[src/rtl/com_testx_sequencer_if.sv]
// Command handshake between the AXI register bank (master) and the test sequencer (slave).
interface com_testx_sequencer_if;
    logic       cmd_valid;
    logic       cmd_ready;
    logic [1:0] cmd_opcode;
    logic [3:0] cmd_test_number;

    modport master (
        output cmd_valid,
        output cmd_opcode,
        output cmd_test_number,
        input  cmd_ready
    );

    modport slave (
        input  cmd_valid,
        input  cmd_opcode,
        input  cmd_test_number,
        output cmd_ready
    );
endinterface

[src/rtl/com_testx_sequencer.sv]
// Command-side driver of the per-test decode path: turns software commands into registered
// reset/execute/test_number to the test decoder and tracks status and elapsed RUN cycles.
module com_testx_sequencer #(
    parameter int NUM_TESTS      = 5,
    parameter int TIMEOUT_CYCLES = 1048576,
    parameter int CNT_W          = 24,
    parameter int RST_CYCLES     = 2
) (
    input  logic                 clk,
    input  logic                 reset,
    com_testx_sequencer_if.slave cmd,
    input  logic [NUM_TESTS-1:0] test_done,
    output logic                 op_code_w_reset,
    output logic                 op_code_w_execute,
    output logic [3:0]           test_number,
    output logic                 busy,
    output logic [2:0]           status,
    output logic                 done_pulse,
    output logic                 cmd_rejected,
    output logic [CNT_W-1:0]     elapsed_cycles
);

    typedef enum logic [1:0] {S_IDLE, S_RUN, S_DRAIN, S_RST} state_e;

    typedef enum logic [2:0] {
        ST_IDLE     = 3'd0,
        ST_RUNNING  = 3'd1,
        ST_DONE     = 3'd2,
        ST_TIMEOUT  = 3'd3,
        ST_ABORTED  = 3'd4,
        ST_BADTEST  = 3'd5
    } status_e;

    typedef enum logic [1:0] {OP_NOP, OP_EXECUTE, OP_RESET, OP_ABORT} opcode_e;

    localparam int RC_W = (RST_CYCLES > 1) ? $clog2(RST_CYCLES) : 1;
    localparam logic [RC_W-1:0]  RC_LAST     = RC_W'(RST_CYCLES - 1);
    localparam logic [CNT_W-1:0] TIMEOUT_VAL = CNT_W'(TIMEOUT_CYCLES);

    state_e           state_q, state_d;
    status_e          status_q, status_d;
    logic             op_reset_q, op_reset_d;
    logic             execute_q, execute_d;
    logic [3:0]       test_number_q, test_number_d;
    logic             busy_q, busy_d;
    logic             done_pulse_q, done_pulse_d;
    logic             cmd_rejected_q, cmd_rejected_d;
    logic             cmd_ready_q, cmd_ready_d;
    logic [CNT_W-1:0] elapsed_q, elapsed_d;
    logic [RC_W-1:0]  rst_cnt_q, rst_cnt_d;

    logic             accept;
    opcode_e          opcode;
    logic             test_ok;
    logic             done_sel;
    logic             go_rst;
    logic [CNT_W-1:0] elapsed_inc;

    always_comb begin
        accept      = cmd.cmd_valid & cmd_ready_q;
        opcode      = opcode_e'(cmd.cmd_opcode);
        test_ok     = (cmd.cmd_test_number != 4'd0) &&
                      (int'(cmd.cmd_test_number) <= NUM_TESTS);
        elapsed_inc = (elapsed_q == '1) ? elapsed_q : elapsed_q + CNT_W'(1);

        // Only the done bit of the test currently selected may end the run.
        done_sel = 1'b0;
        for (int unsigned i = 0; i < NUM_TESTS; i++) begin
            if (test_number_q == 4'(i + 1) && test_done[i]) done_sel = 1'b1;
        end
    end

    always_comb begin
        state_d        = state_q;
        status_d       = status_q;
        op_reset_d     = op_reset_q;
        execute_d      = execute_q;
        test_number_d  = test_number_q;
        elapsed_d      = elapsed_q;
        rst_cnt_d      = rst_cnt_q;
        done_pulse_d   = 1'b0;
        cmd_rejected_d = 1'b0;
        go_rst         = 1'b0;

        case (state_q)
            S_IDLE: begin
                if (accept) begin
                    case (opcode)
                        OP_EXECUTE: begin
                            if (test_ok) begin
                                state_d       = S_RUN;
                                execute_d     = 1'b1;
                                test_number_d = cmd.cmd_test_number;
                                status_d      = ST_RUNNING;
                                elapsed_d     = '0;
                            end else begin
                                status_d       = ST_BADTEST;
                                cmd_rejected_d = 1'b1;
                            end
                        end
                        OP_RESET: go_rst = 1'b1;
                        default: ;
                    endcase
                end
            end
            S_RUN: begin
                // The exiting cycle is itself a RUN cycle, so it is counted too.
                elapsed_d = elapsed_inc;
                if (accept && opcode == OP_EXECUTE) cmd_rejected_d = 1'b1;
                if (accept && opcode == OP_RESET) begin
                    go_rst = 1'b1;
                end else if (done_sel) begin
                    state_d   = S_DRAIN;
                    execute_d = 1'b0;
                    status_d  = ST_DONE;
                end else if (accept && opcode == OP_ABORT) begin
                    state_d   = S_DRAIN;
                    execute_d = 1'b0;
                    status_d  = ST_ABORTED;
                end else if (elapsed_inc == TIMEOUT_VAL) begin
                    state_d   = S_DRAIN;
                    execute_d = 1'b0;
                    status_d  = ST_TIMEOUT;
                end
            end
            S_DRAIN: begin
                state_d      = S_IDLE;
                done_pulse_d = 1'b1;
            end
            S_RST: begin
                if (rst_cnt_q == RC_LAST) begin
                    state_d    = S_IDLE;
                    op_reset_d = 1'b0;
                end else begin
                    rst_cnt_d = rst_cnt_q + RC_W'(1);
                end
            end
            default: state_d = S_IDLE;
        endcase

        if (go_rst) begin
            state_d       = S_RST;
            op_reset_d    = 1'b1;
            execute_d     = 1'b0;
            test_number_d = 4'd0;
            status_d      = ST_IDLE;
            elapsed_d     = '0;
            rst_cnt_d     = '0;
        end

        cmd_ready_d = (state_d == S_IDLE) || (state_d == S_RUN);
        busy_d      = (state_d != S_IDLE);
    end

    always_ff @(posedge clk) begin
        if (reset) begin
            state_q        <= S_IDLE;
            status_q       <= ST_IDLE;
            op_reset_q     <= 1'b0;
            execute_q      <= 1'b0;
            test_number_q  <= 4'd0;
            busy_q         <= 1'b0;
            done_pulse_q   <= 1'b0;
            cmd_rejected_q <= 1'b0;
            cmd_ready_q    <= 1'b0;
            elapsed_q      <= '0;
            rst_cnt_q      <= '0;
        end else begin
            state_q        <= state_d;
            status_q       <= status_d;
            op_reset_q     <= op_reset_d;
            execute_q      <= execute_d;
            test_number_q  <= test_number_d;
            busy_q         <= busy_d;
            done_pulse_q   <= done_pulse_d;
            cmd_rejected_q <= cmd_rejected_d;
            cmd_ready_q    <= cmd_ready_d;
            elapsed_q      <= elapsed_d;
            rst_cnt_q      <= rst_cnt_d;
        end
    end

    assign cmd.cmd_ready       = cmd_ready_q;
    assign op_code_w_reset     = op_reset_q;
    assign op_code_w_execute   = execute_q;
    assign test_number         = test_number_q;
    assign busy                = busy_q;
    assign status              = status_q;
    assign done_pulse          = done_pulse_q;
    assign cmd_rejected        = cmd_rejected_q;
    assign elapsed_cycles      = elapsed_q;

endmodule

[src/flat_wrapper.sv]
// flat-port wrapper written by rule: the top's interface ports become plain ports
module com_testx_sequencer_flat 
#(
    parameter int NUM_TESTS      = 5,
    parameter int TIMEOUT_CYCLES = 1048576,
    parameter int CNT_W          = 24,
    parameter int RST_CYCLES     = 2
)
  (clk, reset, test_done, op_code_w_reset, op_code_w_execute, test_number, busy, status, done_pulse, cmd_rejected, elapsed_cycles, cmd_cmd_valid, cmd_cmd_opcode, cmd_cmd_test_number, cmd_cmd_ready);
  com_testx_sequencer_if cmd_i ();
  input  logic clk;
  input  logic reset;
  input  logic [NUM_TESTS-1:0] test_done;
  output logic op_code_w_reset;
  output logic op_code_w_execute;
  output logic [3:0] test_number;
  output logic busy;
  output logic [2:0] status;
  output logic done_pulse;
  output logic cmd_rejected;
  output logic [CNT_W-1:0] elapsed_cycles;
  input wire logic [$bits(cmd_i.cmd_valid)-1:0] cmd_cmd_valid;
  input wire logic [$bits(cmd_i.cmd_opcode)-1:0] cmd_cmd_opcode;
  input wire logic [$bits(cmd_i.cmd_test_number)-1:0] cmd_cmd_test_number;
  output wire logic [$bits(cmd_i.cmd_ready)-1:0] cmd_cmd_ready;
  assign cmd_i.cmd_valid = cmd_cmd_valid;
  assign cmd_i.cmd_opcode = cmd_cmd_opcode;
  assign cmd_i.cmd_test_number = cmd_cmd_test_number;
  assign cmd_cmd_ready = cmd_i.cmd_ready;
  com_testx_sequencer #(.NUM_TESTS(NUM_TESTS), .TIMEOUT_CYCLES(TIMEOUT_CYCLES), .CNT_W(CNT_W), .RST_CYCLES(RST_CYCLES)) u_core (.clk(clk), .reset(reset), .cmd(cmd_i), .test_done(test_done), .op_code_w_reset(op_code_w_reset), .op_code_w_execute(op_code_w_execute), .test_number(test_number), .busy(busy), .status(status), .done_pulse(done_pulse), .cmd_rejected(cmd_rejected), .elapsed_cycles(elapsed_cycles));
endmodule
[config.mk]
export PLATFORM = sky130hd
export DESIGN_NAME = com_testx_sequencer_flat
export DESIGN_NICKNAME = d
export VERILOG_FILES = /design/src/rtl/com_testx_sequencer_if.sv /design/src/rtl/com_testx_sequencer.sv /design/src/flat_wrapper.sv
export SDC_FILE = /design/constraint.sdc
export NUM_CORES = 1
export LEC_CHECK = 0
export ABC_CLOCK_PERIOD_IN_PS = 5900
export CAP_MARGIN = 10
export CORE_UTILIZATION = 45
export CTS_CLUSTER_DIAMETER = 100
export DETAILED_ROUTE_END_ITERATION = 8
export GPL_ROUTABILITY_DRIVEN = 0
export GPL_TIMING_DRIVEN = 0
export PLACE_DENSITY_LB_ADDON = 0.3
export SLEW_MARGIN = 10
export SYNTH_ARGS = -nofsm -noshare
export SYNTH_HDL_FRONTEND = slang
export SYNTH_SLANG_ARGS = --single-unit
[constraint.sdc]
create_clock -name clk -period 5.9 [get_ports clk]
set_clock_uncertainty 0.1 [all_clocks]
set_input_delay 0.885 -clock clk [delete_from_list [all_inputs] [get_ports clk]]
set_output_delay 0.885 -clock clk [all_outputs]
set_load 0.1 [all_outputs]
## After elaboration in Yosys (flattened, before gate mapping)

Index checks and enable logic that the tools add are counted.

| storage, ports and cells | value |
|---|---|
| logic and storage cells | 107 |
| input bits | 14 |
| register bits after elaboration | 40 |

| operators by class | value |
|---|---|
| add/subtract/negate cells | 2 |
| $lt $le $gt $ge | 1 |
| mux-type cells | 50 |
| bitwise operators | 1 |
| eq/ne operators | 19 |
| reductions and logical operators | 23 |

Operators with widths:

| kind | count |
|---|---|
| $mux 24 | 4 |
| $pmux 24 s2 | 1 |
| $add 24x1->24 const B | 1 |
| $eq 24x21->1 const B | 1 |
| $eq 24x24->1 const B | 1 |
| $mux 1 | 24 |
| $mux 3 | 7 |
| $mux 2 | 9 |
| $logic_and 1x1->1 | 9 |
| $eq 2x2->1 const B | 4 |
| $eq 4x2->1 const B | 2 |
| $eq 4x3->1 const B | 2 |
| $pmux 2 s4 | 1 |
| $reduce_and 4->1 | 2 |
| $reduce_bool 2->1 | 4 |
| $eq 2x1->1 const B | 3 |
| $ne 2x1->1 const B | 3 |
| $pmux 1 s2 | 3 |
| $pmux 3 s2 | 1 |
| $reduce_and 6->1 | 1 |
| $reduce_and 5->1 | 1 |
| $eq 4x1->1 const B | 1 |
| $le 4x3->1 const B | 1 |
| $logic_not 2->1 | 2 |
| 8 further kinds | 8 |

## Logic depth before layout (Yosys ltp)

| logic depth | value |
|---|---|
| depth after elaboration | 13 |
| mapped depth | 10 |
| gate-level depth less buffers | 9 |

## Least setup slack after synthesis

OpenSTA, ideal clock, no wires.

| path | value |
|---|---|
| kind | register to register |
| from | register u_core.elapsed_q[1] (netlist: u_core.elapsed_cycles[1]) |
| to | register u_core.status_q[0] (netlist: u_core.status[0]) |
| path buffers | 1 |
| slack | 2.464 ns |
| setup time | 0.086 ns |
| cell stages (with the launch flop) | 11 |
| clock period less this slack | 3.436 ns |
| data arrival time | 3.250 ns |
| path through | dfxtp_1 ha_1 nand4_1 buf_2 or3_1 a2bb2oi_1 nand4_1 or4_4 nor3_2 a211oi_1 a211oi_1 |

| between the ends | value |
|---|---|
| word-level cells in the longest chain between the ends | 5 |
| elaborated cells on any way between the ends | 6 |
| classes of those cells | add/sub: 1; eq/ne: 3; mux: 1; reduce/logical: 1 |

RTL lines:

| what | line | RTL |
|---|---|---|
| start, declared | com_testx_sequencer.sv:49 | `logic [CNT_W-1:0] elapsed_q, elapsed_d;` |
| start signal, assigned | com_testx_sequencer.sv:178 | `elapsed_q <= elapsed_d;` |
| $add 24x1->24 / $eq 24x24->1 (equally long branches) | com_testx_sequencer.sv:64 | `elapsed_inc = (elapsed_q == '1) ? elapsed_q : elapsed_q + CNT_W'(1);` |
| $mux 24 * | com_testx_sequencer.sv:64 |  |
| $eq 24x21->1 * | com_testx_sequencer.sv:120 | `end else if (elapsed_inc == TIMEOUT_VAL) begin` |
| $ne 4x1->1 (no line) * | - |  |
| $reduce_and 5->1 (no line) * | - |  |
| end signal, assigned | com_testx_sequencer.sv:170 | `status_q <= status_d;` |
| end, declared | com_testx_sequencer.sv:41 | `status_e status_q, status_d;` |

Mark *: on every way between the ends. The rest lies on a longest branch, timed or not.
A chain may end at the register's enable or synchronous reset.

## Worst setup path after layout

| path | value |
|---|---|
| from | input port cmd_cmd_test_number[1] |
| to | register u_core.elapsed_q[21] (netlist: u_core.elapsed_cycles[21]) |

| between the ends | value |
|---|---|
| word-level cells in the longest chain between the ends | 4 |
| elaborated cells on any way between the ends | 5 |
| classes of those cells | order compare: 1; eq/ne: 1; reduce/logical: 3 |

RTL lines:

| what | line | RTL |
|---|---|---|
| start, declared | flat_wrapper.sv:24 | `input wire logic [$bits(cmd_i.cmd_test_number)-1:0] cmd_cmd_test_number;` |
| $le 4x3->1 / $reduce_bool 4->1 (equally long branches) | com_testx_sequencer.sv:63, com_testx_sequencer.sv:62 |  |
| $logic_and 1x1->1 * | com_testx_sequencer.sv:62 | `test_ok = (cmd.cmd_test_number != 4'd0) &&` |
| $ne 2x1->1 (no line) * | - |  |
| $reduce_and 4->1 (no line) * | - |  |

Marked as above.

==> impl_metrics.toml <==
[status]
status = "finished with violations"
violations = "design-rule violations"

[sta]
timing.final.ws_setup_ns = 2.562
max_freq_mhz = 299.6
min_period_over_period_pct = 56.57
hold_slack_ns = 0.3722
setup_violations = 0
hold_viol = 0
tightest_slew_ns = 0.9813
rsz0062_at_grt = "false"
slew_violations = 0
maxSlewHeadroom_pct = 34.38
fin_crit_ns = 3.338
fin_tns_setup_ns = 0

[setup_path]
cp-start-kind = "input port"
crit_slowest_cell = "o21ai_0"
cp.depth = 8
crit_chain = "clkdlybuf4s50_1 > nor3_1 > a211o_1 > o21ai_0 > clkbuf_1 > o21ai_0 > nand2_1 > a21oi_1"
required_ns = 5.96
cp_slowest_stage_delay_ns = 0.67
crit_path_end_kind = "register"
reg2reg_depth = 10
cp.arrival_ns = 3.40
crit_top_cell = "o21ai_0"
regToRegStartpoint = "u_core.elapsed_cycles[1]$_SDFFE_PP0P_"
cp_num_buf_inv = 2
critPathMaxFanout = 10
crit_type = "in -> reg"
crit_start = "cmd_cmd_test_number[1]"
crit_family = "compound AO/OA/AOI/OAI gates"

[grt]
grt_pass1_vias = 2499
gr-usage-all-layers_pct = 25.09
grt_overflow = 0
grt_max_degree = 14
antenna_found_initial = 0
grt_pass1_wl_mm = 12.03

[logic_synthesis]
ys_seq_area_share_pct = 31.17
yosys.area.top_type_share_pct = 31.17
synth-edff-count = 0
avgSynthCellArea_sq_um = 7.215
yosys_warnings = 0
yosys-top-cells-area = "dfxtp_1 (31%), nor2_1 (6.4%), a21oi_1 (6.2%)"
syn_area_sq_um = 2569
postSynthCellCount = 356
synthTopCellsByCount = "nor2_1 (44), dfxtp_1 (40), nand2_1 (37), a21oi_1 (32), o21ai_0 (29)"
synth_top_area_cell = "dfxtp_1"
ys_ff_latch = 40
synth.most_common_cell = "nor2_1"
synth_async_sr_flop_share_pct = 0
synth.distinct_cells = 55
syn_nets = 371
ys.flop_type = "dfxtp_1"

[die]
start_util_pct = 46.65
placementRows = 27
io_pins = 51
die_h_um = 77.55
die_w_um = 77.55
die_area_sq_um = 6014
coreArea_sq_um = 5507

[routing]
route.vias.total = 2882
remaining_drc_errors = 2
routed_wl_mm = 7.365
firstDrtPassIters = 9
viasPerCell = 5.942
wl_per_cell_um = 15.19
drt_iter0_drc = 292
antenna_left = 0

[hold_path]
hold_class = "reg -> reg"
hold_depth = 2
min_from = "u_core.status[2]$_SDFFE_PP0P_"

[clocking]
numCtsBuffers = 5
cts_root_buf = "clkbuf_8"
cts_hold_buf = 0
clk_pin_slew_ns = 0.08
post_cts_resized = 0
h-tree-depth = 2
cts_tree = "done"
cts_num_sinks = 40
clock_latency_ns = 0.30
cts_setup_buffers = 0
clock_path_buffers = 2

[pwr]
p_leak_nw = 1.037
powerDensity_nw_per_um2 = 174.4
peakVddDrop_mv = 0.1183

[finish]
diodes = 0
multiInputGateArea_sq_um = 1615
area_growth_pct = 26.94
nets = 427
seqCellArea_sq_um = 800.8
drive_gt1_share_pct = 8.717
fillers = 506

[place]
place_ws_ns = 2.342
io_buffers = 49
dp_hpwl_mm = 5.222

[run]
maxCapViolations = 0
[placed cells by master, fill, tap and decap left out, types with 4 or more instances in the layout]
cell and n:
nand4_1 16, a22oi_1 4, a21oi_1 32, nand2b_1 5, nor2_1 44, nand2_1 37
o21ai_0 29, xnor2_1 5, mux2i_1 6, clkbuf_1 16, and3_1 6, inv_1 5
o21ai_1 4, clkdlybuf4s50_1 49, nand3_1 11, nor4_1 8, or3_1 4, a211oi_1 5
nor3_1 15, o211ai_1 4, clkbuf_8 5, dfxtp_1 40, or2_2 4, buf_2 10
[per-layer routing]
metal / wire length (um) / global-route usage (%) / vias up
li1: - / - / 1423
met1: 3385 / 34.27 / 1318
met2: 3344 / 39.91 / 131
met3: 534 / 4.824 / 10
met4: 100 / 7.170 / 0
met5: 0 / 0 / -
[worst paths after layout]
path | endpoint | slack, ns
worst min-delay path | u_core.status[2]$_SDFFE_PP0P_ | 0.37
worst max-delay path | u_core.elapsed_cycles[21]$_SDFFE_PP0P_ | 2.56
worst max register to register | u_core.cmd.cmd_ready$_SDFF_PP0_ | 2.74
worst min register to register | u_core.status[2]$_SDFFE_PP0P_ | 0.37
[cells by family after synthesis]
group,Yosys count,share of synthesized area [%]
flops,40,31.17
mux,6,2.338
buf+inv,35,5.942
xor+xnor,6,2.046
fa+ha+maj,1,0.4870
compound gates,101,24.11
simple gates,167,33.90
[where the power goes]
part / switching, mW / internal [mW] / leakage (nW)
logic: 0.0465 / 0.0210 / 0.660
registers: 0.00267 / 0.272 / 0.323
clock network: 0.101 / 0.125 / 0.0541
total: 0.150 / 0.419 / 1.04
[state kept, by name, indices dropped and copies added (netlist names)]
name / flops
u_core.done_pulse: 1
u_core.status: 3
u_core.test_number: 4
u_core.busy: 1
u_core.op_code_w_execute: 1
u_core.state_q: 2
u_core.cmd.cmd_ready: 1
u_core.elapsed_cycles: 24
u_core.op_code_w_reset: 1
u_core.cmd_rejected: 1
u_core.rst_cnt_q: 1
[worst reg2reg max path, delay by kind of cell (launching register included)]
| kind | cells | cell delay [ns] |
|---|---|---|
| buffers and inverters | 1 | 0.21 |
| adders and majority gates | 1 | 0.32 |
| AOI/OAI and AO/OA | 3 | 0.58 |
| and+or+nand+nor | 4 | 1.17 |
| DFF | 1 | 0.47 |
| xor gates and xnor gates | 1 | 0.19 |
[final cells by class]
cell class | instances | area share, %
multi-input cells | 281 | 49.54
flip-flops and latches | 40 | 24.56
repair buffers | 49 | 15.04
plain buffers | 30 | 4.106
well taps | 72 | 2.763
clock buffers | 5 | 2.111
clock inverters | 3 | 1.305
inverters | 5 | 0.5756
[per-stage QoR]
step / utilization (%) / instances / power, mW / cell area, sq um
5_1_grt: 59.21 / 485 / 0.5876 / 3261
3_5_place_dp: 57.19 / 477 / 0.3476 / 3149
6_report: 59.21 / 485 / 0.5687 / 3261
4_1_cts: 59.21 / 485 / 0.5741 / 3261
2_1_floorplan: - / 356 / 0.3231 / 2569
3_3_place_gp: 57.19 / 477 / 0.3467 / 3149
Note: power is estimated with default switching activity, not from simulation.
